[src/rtl/codec_packer.sv]
// rtl/codec_packer.sv - packs pairs of 32-bit beats into 64-bit codec words
// Two-state FSM holds the low half; a single output register feeds the codec stage.
module codec_packer #(
  parameter int CNT_W = 16
) (
  input  logic             clk,
  input  logic             rst_n,
  input  logic             in_valid,
  output logic             in_ready,
  input  logic [31:0]      in_data,
  input  logic             flush,
  output logic             out_valid,
  input  logic             out_ready,
  output logic [63:0]      out_data,
  output logic             out_pad,
  output logic             busy,
  output logic [CNT_W-1:0] word_cnt
);

  typedef enum logic {
    IDLE = 1'b0,
    HALF = 1'b1
  } state_t;

  state_t             state_q, state_d;
  logic [31:0]        lo_q, lo_d;
  logic [63:0]        out_data_q, out_data_d;
  logic               out_valid_q, out_valid_d;
  logic               out_pad_q, out_pad_d;
  logic [CNT_W-1:0]   word_cnt_q, word_cnt_d;

  logic slot_free;
  logic in_fire;
  logic out_fire;
  logic load;

  assign slot_free = !out_valid_q || out_ready;
  assign in_ready  = (state_q == IDLE) ? 1'b1 : slot_free;
  assign in_fire   = in_valid && in_ready;
  assign out_fire  = out_valid_q && out_ready;

  always_comb begin
    state_d     = state_q;
    lo_d        = lo_q;
    out_data_d  = out_data_q;
    out_valid_d = out_valid_q;
    out_pad_d   = out_pad_q;
    load        = 1'b0;

    case (state_q)
      IDLE: begin
        if (in_fire) begin
          lo_d    = in_data;
          state_d = HALF;
        end
      end
      HALF: begin
        // An arriving beat beats a concurrent flush, so no padded word slips out.
        if (in_fire) begin
          out_data_d = {in_data, lo_q};
          out_pad_d  = 1'b0;
          load       = 1'b1;
          state_d    = IDLE;
        end else if (flush && !in_valid && slot_free) begin
          out_data_d = {32'h0, lo_q};
          out_pad_d  = 1'b1;
          load       = 1'b1;
          state_d    = IDLE;
        end
      end
      default: state_d = IDLE;
    endcase

    if (load) begin
      out_valid_d = 1'b1;
    end else if (out_fire) begin
      out_valid_d = 1'b0;
    end
  end

  assign word_cnt_d = out_fire ? word_cnt_q + 1'b1 : word_cnt_q;

  always_ff @(posedge clk or negedge rst_n) begin
    if (!rst_n) begin
      state_q     <= IDLE;
      lo_q        <= 32'h0;
      out_data_q  <= 64'h0;
      out_valid_q <= 1'b0;
      out_pad_q   <= 1'b0;
      word_cnt_q  <= '0;
    end else begin
      state_q     <= state_d;
      lo_q        <= lo_d;
      out_data_q  <= out_data_d;
      out_valid_q <= out_valid_d;
      out_pad_q   <= out_pad_d;
      word_cnt_q  <= word_cnt_d;
    end
  end

  assign out_data  = out_data_q;
  assign out_valid = out_valid_q;
  assign out_pad   = out_pad_q;
  assign busy      = (state_q == HALF);
  assign word_cnt  = word_cnt_q;

endmodule

[config.mk]
export PLATFORM = sky130hd
export DESIGN_NAME = codec_packer
export DESIGN_NICKNAME = d
export VERILOG_FILES = /design/src/rtl/codec_packer.sv
export SDC_FILE = /design/constraint.sdc
export NUM_CORES = 1
export LEC_CHECK = 0
export BUFFER_PORTS_ARGS = -buffer_cell sky130_fd_sc_hd__buf_2
export CORE_ASPECT_RATIO = 1.5
export CORE_MARGIN = 10
export CORE_UTILIZATION = 45
export CTS_BUF_LIST = sky130_fd_sc_hd__clkbuf_4 sky130_fd_sc_hd__clkbuf_8
export DETAILED_ROUTE_END_ITERATION = 16
export PLACE_DENSITY = 0.7
export SKIP_CTS_REPAIR_TIMING = 1
export SYNTH_ARGS = -nofsm -noshare
export SYNTH_HDL_FRONTEND = slang
export SYNTH_SLANG_ARGS = --single-unit
[constraint.sdc]
create_clock -name clk -period 1.8 [get_ports clk]
set_input_delay 0.18 -clock clk [delete_from_list [all_inputs] [get_ports clk]]
set_output_delay 0.18 -clock clk [all_outputs]
set_load 0.02 [all_outputs]
==> results of run 1 <==
-- layer usage --
layer / wire, um / up-vias / track usage
li1: - / 1599 / -
met2: 5710 / 98 / 0.259
met4: 138 / 0 / 0.0567
met3: 697 / 10 / 0.0520
met5: 0 / - / 0
met1: 4240 / 1613 / 0.172
-- stage by stage --
step / hold slack [ns] / setup WS (ns) / area [um^2] / total power, mW / utilization
2_1_floorplan: -0.116 / 0.387 / 4480 / 6.57 / -
3_3_place_gp: 0.0725 / 0.448 / 5200 / 7.77 / 0.537
3_5_place_dp: 0.0798 / 0.385 / 5200 / 7.93 / 0.537
4_1_cts: -0.380 / 0.217 / 5630 / 10.5 / 0.581
5_1_grt: 0.00194 / 0.154 / 5690 / 11.1 / 0.588
6_report: 0.0132 / 0.258 / 5700 / 10.4 / 0.588
-- synth_stat cells --
cell / number / area [um^2]
buf_4: 10 / 75.1
xor2_1: 4 / 35.0
nand3_1: 39 / 195
mux2_1: 1 / 11.3
or2b_1: 1 / 7.51
clkbuf_1: 2 / 7.51
o21ai_0: 1 / 5.00
inv_1: 1 / 3.75
and2_1: 1 / 6.26
o21ai_2: 1 / 8.76
mux2_2: 32 / 360
nand4_1: 4 / 25.0
xnor2_1: 11 / 96.3
nand2b_1: 2 / 12.5
dfrtp_1: 115 / 2880
buf_2: 7 / 35.0
nor2b_1: 1 / 6.26
buf_1: 2 / 7.51
clkbuf_2: 1 / 5.00
and3_1: 1 / 6.26
nand2_1: 169 / 634
nor3_4: 1 / 16.3
ha_1: 1 / 12.5
nor2_1: 7 / 26.3
-- power groups by stage --
stage	Clock, mW	Sequential (mW)	Combinational [mW]
4_1_cts	2.64	4.30	3.60
2_1_floorplan	0	5.14	1.43
3_5_place_dp	0	4.33	3.59
5_1_grt	2.75	4.44	3.90
3_3_place_gp	0	4.27	3.50
6_report	2.58	4.30	3.53
-- cell families after synthesis --
logic type / share of synthesized area
fa+ha+maj: 0.00279
simple gates: 0.209
flops: 0.643
xor+xnor: 0.0293
buf+inv: 0.0299
mux: 0.0830
compound gates: 0.00307
-- sequential cells by signal, summed over array words and instances (netlist names) --
name       flops
out_data      64
lo_q          32
word_cnt      16
busy           1
out_pad        1
out_valid      1
-- path summary, 6_finish.rpt --
check | end | slack [ns]
setup / recovery | in_ready | 0.26
hold / removal | out_data[59] | 0.01
hold reg to reg | out_data[17] | 0.46
min in group asynchronous | out_data[57] | 0.18
setup reg to reg | word_cnt[8] | 0.38
max in group asynchronous | out_data[12] | 0.87
-- worst reg2reg max path: stages, from the launching register on --
cell	delay (ns)
dfrtp_1	0.43
ha_1	0.18
nand3_1	0.11
nor2_1	0.29
nand4_1	0.16
xnor2_1	0.14
-- cell type report --
class,count,share of cell area
sequential,115,0.505
multi-input combinational,277,0.259
timing repair buffer,135,0.133
clock buffer,22,0.0488
clock inverter,10,0.0275
tap,115,0.0253
inverter,1,0.000659
antenna,1,0.000439
==> results.yml, run 1 <==
yosys:
  syn_inst: 415
  yosys_warnings: 0
  netlist_area_um2: 4480
  synth_cell_types: 24
  synth_nets: 453
  synth_seq_area_share: 0.643
  avgSynthCellArea_um2: 10.8
  synth.ff_latch_count: 115
floorplanning:
  die_h_um: 142
  die_area_um2: 14400
  row_count: 44
  die_x_um: 101
  core-area_um2: 9690
  start_util: 0.462
  num_io_pins: 121
outcome:
  status: "finished clean"
timing:
  max_freq_mhz: 649
  setup_viol: 0
  fin_setup_tns_ns: 0
  rsz0062_at_grt: "no"
  worstMarginPinSlew_ns: 0.445
  skew_ns: 0.00772
  period_share: 0.857
  final_max_slew_viol_count: 0
  min_period_ns: 1.54
  finalHoldViolCount: 0
  max_slew_margin: 0.703
placement:
  port_buffers: 120
  place_inst: 637
  hpwl_um: 7650
  gp_congestion: 0.747
setup_path:
  endpoint_kind: "output port"
  critPathKind: "register to output port"
  reg2reg_from: "word_cnt[0]"
  required_ns: 1.62
  crit_path_start: "out_valid"
  cp.depth: 3
  crit_path_max_incr_delay_ns: 0.39
  critPathArrivalTime_ns: 1.36
  cp_max_fo: 5
  cp.buffers_inverters: 1
  slowest_stage: "dfrtp_1"
  cp-start-kind: "register"
  path_cells: "nor2b_1 > nand2_1 > buf_2"
  worst-r2r-cell-count: 5
  cp_top_family: "flip-flops"
worst_hold_path:
  hp-class: "input port to register"
  min_path_cells: 3
  hp-start: "in_data[27]"
pwr:
  power_density_nw_per_um2: 1830
  ir_worst_vdd_uv: 1020
  power.switching_mw: 3.84
  clkPwrFrac: 0.248
  p_leak_nw: 3.09
  seq_power_share: 0.413
  comb_power_share: 0.339
  p_sw_frac: 0.370
  p_int_mw: 6.56
clocking:
  cts_max_path_buffers: 2
  cts.sinks: 115
  htreeDepth: 4
  clk_latency_ns: 0.41
  cts.clk_slew.worst_paths_ns: 0.07
  cts_root_buf: "clkbuf_8"
  cts_made_buffers: 17
  cts_tree: "done"
route:
  drc: 0
  drt_iter0_markers: 121
  avgRoutedWirePerCell_um: 16.0
  drt-total-wl_um: 10800
  viasPerCell: 4.91
  postRouteAntennaNets: 0
  vias: 3320
  first_pass_iters: 4
grt:
  grt_max_degree: 66
  antenna_found_initial: 1
  grt_pass1_vias: 3510
  grt_pass1_wl_um: 17500
  overflow: 0
  grt_usage: 0.153
layout:
  layout_commonest_cell: "nand2_1"
  drive_gt1_frac: 0.354
  nFillCells: 840
  multi_input_area_um2: 1480
  areaGrowthSynthToFinish_pct: 27.2
  final_cell_count_no_fill: 676
  mostFrequentLayoutCells: "nand2_1, buf_2, dfrtp_1"
  nNetsFinal: 585
  regArea_um2: 2880
job:
  drv_cap: 0
Power figures use the tool's default switching activity.
==> run 2, diff against run 1 <==
- CORE_ASPECT_RATIO: 1.5 -> default
==> run 2 against run 1 <==
Against the previous run: sequential power barely moved; combinational power rose by 1%; core utilization rose by 2.2 points; sequential share of layout area fell by 2.0 points; clock skew rose by 0.00059 ns; fmax fell by 1.3%; cell area rose by 4.1%; wire length barely moved; critical path type unchanged.
==> results.yml, run 2 (synthesis gave the netlist of run 1 again) <==
timing:
  max_slew_margin: 0.744
  min_period_ns: 1.56
  fin_setup_tns_ns: 0
  rsz0062_at_grt: "no"
  skew_ns: 0.00831
  period_share: 0.868
  worstMarginPinSlew_ns: 0.384
  fin_ws_ns: 0.238
  setup_viol: 0
  finalHoldViolCount: 0
  max_freq_mhz: 640
  whs_ns: 0.00226
  final_max_slew_viol_count: 0
worst_hold_path:
  hp-class: "input port to register"
  hp-start: "in_data[6]"
setup_path:
  path_cells: "nor2b_1 > nand2_1 > buf_2"
  required_ns: 1.62
  slowest_stage: "dfrtp_1"
  crit_path_max_incr_delay_ns: 0.42
  critPathArrivalTime_ns: 1.38
  crit_path_start: "out_valid"
  cp-start-kind: "register"
  reg2reg_from: "word_cnt[0]"
  critPathKind: "register to output port"
  endpoint_kind: "output port"
  cp_max_fo: 5
route:
  vias: 3393
  avgRoutedWirePerCell_um: 15.3
  drc: 0
  postRouteAntennaNets: 0
  first_pass_iters: 4
  drt-total-wl_um: 10800
  viasPerCell: 4.81
  drt_iter0_markers: 192
layout:
  largest_reg_flops: 64
  final_cell_area_um2: 5930
  mostFrequentLayoutCells: "nand2_1, buf_2, dfrtp_1"
  layout_commonest_cell: "nand2_1"
  nNetsFinal: 597
  n_antenna_cell: 0
  areaGrowthSynthToFinish_pct: 32.4
  drive_gt1_frac: 0.344
  nFillCells: 823
floorplanning:
  die_h_um: 120
  die_area_um2: 14300
  num_io_pins: 121
  row_count: 36
  start_util: 0.460
  core-area_um2: 9730
  die_x_um: 120
grt:
  grt_pass1_vias: 3645
  overflow: 0
  grt_pass1_wl_um: 18000
  grt_usage: 0.156
  antenna_found_initial: 1
  grt_max_degree: 51
placement:
  hpwl_um: 7490
  place_area_um2: 5250
  gp_congestion: 0.770
  port_buffers: 120
  dp_worst_setup_slack_ns: 0.352
job:
  drv_cap: 0
pwr:
  ir_worst_vdd_uv: 985
  power_density_nw_per_um2: 1820
  p_total_mw: 10.8
  p_leak_nw: 3.16
clocking:
  cts_made_buffers: 17
  cts_max_path_buffers: 2
  cts.sinks: 115
  cts_tree: "done"
  cts.clk_slew.worst_paths_ns: 0.07
  cts_root_buf: "clkbuf_8"
  htreeDepth: 4
  clk_latency_ns: 0.43
outcome:
  status: "finished clean"
[run 2: cell count changes in the layout (fill, tap and decap cells not counted), moves of 2 or more]
cell,before,now
clkinvlp_4,1,4
dlygate4sd3_1,6,19
buf_12,2,5
clkinv_2,4,0
inv_6,0,3
buf_4,8,4
clkbuf_4,4,0
bufinv_16,4,6
[run 2: path summary, 6_finish.rpt]
| check | end | slack [ns] | cells past startpoint |
|---|---|---|---|
| max in group asynchronous | out_data[27] | 1.04 | 3 |
| worst max register to register | word_cnt[8] | 0.37 | 5 |
| min in group asynchronous | word_cnt[9] | 0.20 | 2 |
| worst max-delay path | in_ready | 0.24 | 3 |
| worst min register to register | out_data[50] | 0.46 | 2 |
| worst min-delay path | lo_q[6] | 0.002 | 2 |
[run 2: cell type report]
class | instances | area, um^2 | area share
flip-flops and latches | 115 | 2880 | 0.485
multi-input cells | 277 | 1480 | 0.249
repair buffers | 147 | 916 | 0.154
clock inverters | 15 | 254 | 0.0428
clock buffers | 17 | 234 | 0.0395
well taps | 133 | 166 | 0.0281
inverters | 1 | 3.75 | 0.000633
[run 2: report_power, final]
group          internal [mW]  switching, mW  leakage, nW
clock network           1.80           1.10        0.229
registers               3.67          0.613         1.44
logic                   1.33           2.25         1.49
[run 2: worst max-delay path: cells and delay by family, from the launching register on]
family        cells  cell delay [ns]
flops             1             0.42
simple gates      2             0.37
buf+inv           1             0.17
[run 2: metrics by stage]
stage                     std cells  utilization
after floorplan                 415            -
after global placement          654        0.540
after detailed placement        654        0.540
after CTS                       686        0.590
after global routing            705        0.609
final                           705        0.609
[run 2: routing by layer]
metal	up-vias	track usage	part of all wire
met5	-	0	0.0016
met1	1663	0.183	0.43
met4	2	0.0671	0.015
li1	1619	-	-
met2	95	0.244	0.48
met3	14	0.0666	0.072
==> run 3, diff against run 2 <==
- REMOVE_ABC_BUFFERS: default -> 1
==> run 3 against run 2 <==
Against the previous run: clock-buffer cell count increased by 5; core utilization is 1.7 points lower; total power shrank 2.8%; cell count down 1.4%; worst setup slack worse by 0.032 ns; combinational power shrank 1%; critical path depth unchanged; flip-flop and latch count unchanged; register-to-register slack hardly changed; clock power is 9.6% lower; wire length fell by 1.3%; non-clock buffer count shrank 10; largest power group unchanged; highest routed layer unchanged.
==> results.yml, run 3 (synthesis gave the netlist of run 1 again) <==
setup_path:
  cp_max_fo: 5
  slowest_stage: "dfrtp_1"
  endpoint_kind: "output port"
  critPathKind: "register to output port"
  crit_path_max_incr_delay_ns: 0.38
  cp_top_family: "simple AND/OR/NAND/NOR gates"
  path_cells: "nor2b_1 > nand2_1 > buf_2"
  cp.buffers_inverters: 1
  cp-start-kind: "register"
  critPathArrivalTime_ns: 1.41
  required_ns: 1.62
pwr:
  power_density_nw_per_um2: 1820
  p_int_mw: 6.61
  clkPwrFrac: 0.251
  p_sw_frac: 0.368
  ir_worst_vdd_uv: 733
  p_leak_nw: 3.11
  power.switching_mw: 3.85
  comb_power_share: 0.338
  seq_power_share: 0.410
grt:
  grt_pass1_vias: 3373
  grt_pass1_wl_um: 17400
  overflow: 0
  grt_usage: 0.151
  antenna_found_initial: 2
  grt_max_degree: 116
layout:
  final_cell_count_no_fill: 695
  drive_gt1_frac: 0.349
  nNetsFinal: 587
  areaGrowthSynthToFinish_pct: 28.7
  multi_input_area_um2: 1480
  regArea_um2: 2880
  final_cell_area_um2: 5760
  nFillCells: 888
  largest_reg_flops: 64
  layout_commonest_cell: "nand2_1"
  mostFrequentLayoutCells: "nand2_1, buf_2, dfrtp_1"
  n_antenna_cell: 0
clocking:
  cts_tree: "done"
  cts_made_buffers: 17
  cts.sinks: 115
  cts_max_path_buffers: 2
  htreeDepth: 4
  clk_latency_ns: 0.41
  cts.clk_slew.worst_paths_ns: 0.06
  cts_root_buf: "clkbuf_8"
placement:
  place_inst: 653
  gp_congestion: 0.797
  hpwl_um: 7290
  place_area_um2: 5220
  port_buffers: 120
job:
  drv_cap: 0
route:
  drt_iter0_markers: 191
  vias: 3316
  drt-total-wl_um: 10600
  viasPerCell: 4.77
  drc: 0
  postRouteAntennaNets: 0
  avgRoutedWirePerCell_um: 15.3
  first_pass_iters: 5
floorplanning:
  core-area_um2: 9730
  start_util: 0.460
  die_area_um2: 14300
  die_x_um: 120
  row_count: 36
  die_h_um: 120
  num_io_pins: 121
timing:
  final_max_slew_viol_count: 0
  worstMarginPinSlew_ns: 0.609
  skew_ns: 0.00745
  max_slew_margin: 0.594
  min_period_ns: 1.59
  setup_viol: 0
  rsz0062_at_grt: "no"
  period_share: 0.885
  whs_ns: 0.0122
  finalHoldViolCount: 0
  max_freq_mhz: 627
worst_hold_path:
  hp-class: "input port to register"
outcome:
  status: "finished clean"
==> run 3: cell count changes in the layout (fill, tap and decap cells not counted) <==
cell,previous run,this run
dlygate4sd3_1,19,10
clkinv_2,0,5
clkinvlp_4,4,0
clkbuf_8,17,20
inv_6,3,0
buf_12,5,3
bufinv_16,6,4
clkbuf_4,0,2
buf_4,4,5
clkinv_4,2,1
==> run 3: final timing paths <==
path	from	endpoint	slack (ns)	depth (start not counted)
worst max-delay path	out_valid	in_ready	0.21	3
max in group asynchronous	rst_n	out_data[12]	0.96	3
worst max register to register	word_cnt[0]	word_cnt[8]	0.36	5
min in group asynchronous	rst_n	word_cnt[11]	0.38	3
worst min-delay path	in_data[12]	out_data[44]	0.01	3
worst min register to register	lo_q[4]	out_data[4]	0.46	2
==> run 3: final cells by class <==
class | instances | share of cell area
multi-input cells | 277 | 0.256
well taps | 133 | 0.0289
clock inverters | 10 | 0.0267
clock buffers | 22 | 0.0504
inverters | 1 | 0.000651
flip-flops and latches | 115 | 0.499
repair buffers | 137 | 0.138
==> run 3: power groups by stage <==
| stage | registers [mW] | logic (mW) | clock network [mW] |
|---|---|---|---|
| 6_report | 4.29 | 3.54 | 2.63 |
| 5_1_grt | 4.45 | 3.90 | 2.82 |
| 4_1_cts | 4.30 | 3.60 | 2.69 |
| 3_5_place_dp | 4.33 | 3.60 | 0 |
| 3_3_place_gp | 4.28 | 3.49 | 0 |
| 2_1_floorplan | 5.14 | 1.32 | 0 |
==> run 3: through the flow <==
step                setup WS (ns)  setup TNS, ns  power (mW)   util
global placement            0.438              0        7.77  0.536
CTS                         0.167              0        10.6  0.582
global route               0.0927              0        11.2  0.592
finish                      0.206              0        10.5  0.592
detailed placement          0.392              0        7.93  0.536
floorplan                   -1.19         -77.59        6.46      -
==> run 3: worst register-to-register path: stages, from the launching register on <==
cell and delay, ns:
dfrtp_1 0.43, ha_1 0.18, nand3_1 0.12, nor2_1 0.29, nand4_1 0.16, xnor2_1 0.14
==> run 3: metal layers <==
metal	GRT usage	share of wire
met5	0	0.0034
met4	0.0671	0.014
met3	0.0577	0.071
met2	0.241	0.50
met1	0.178	0.41
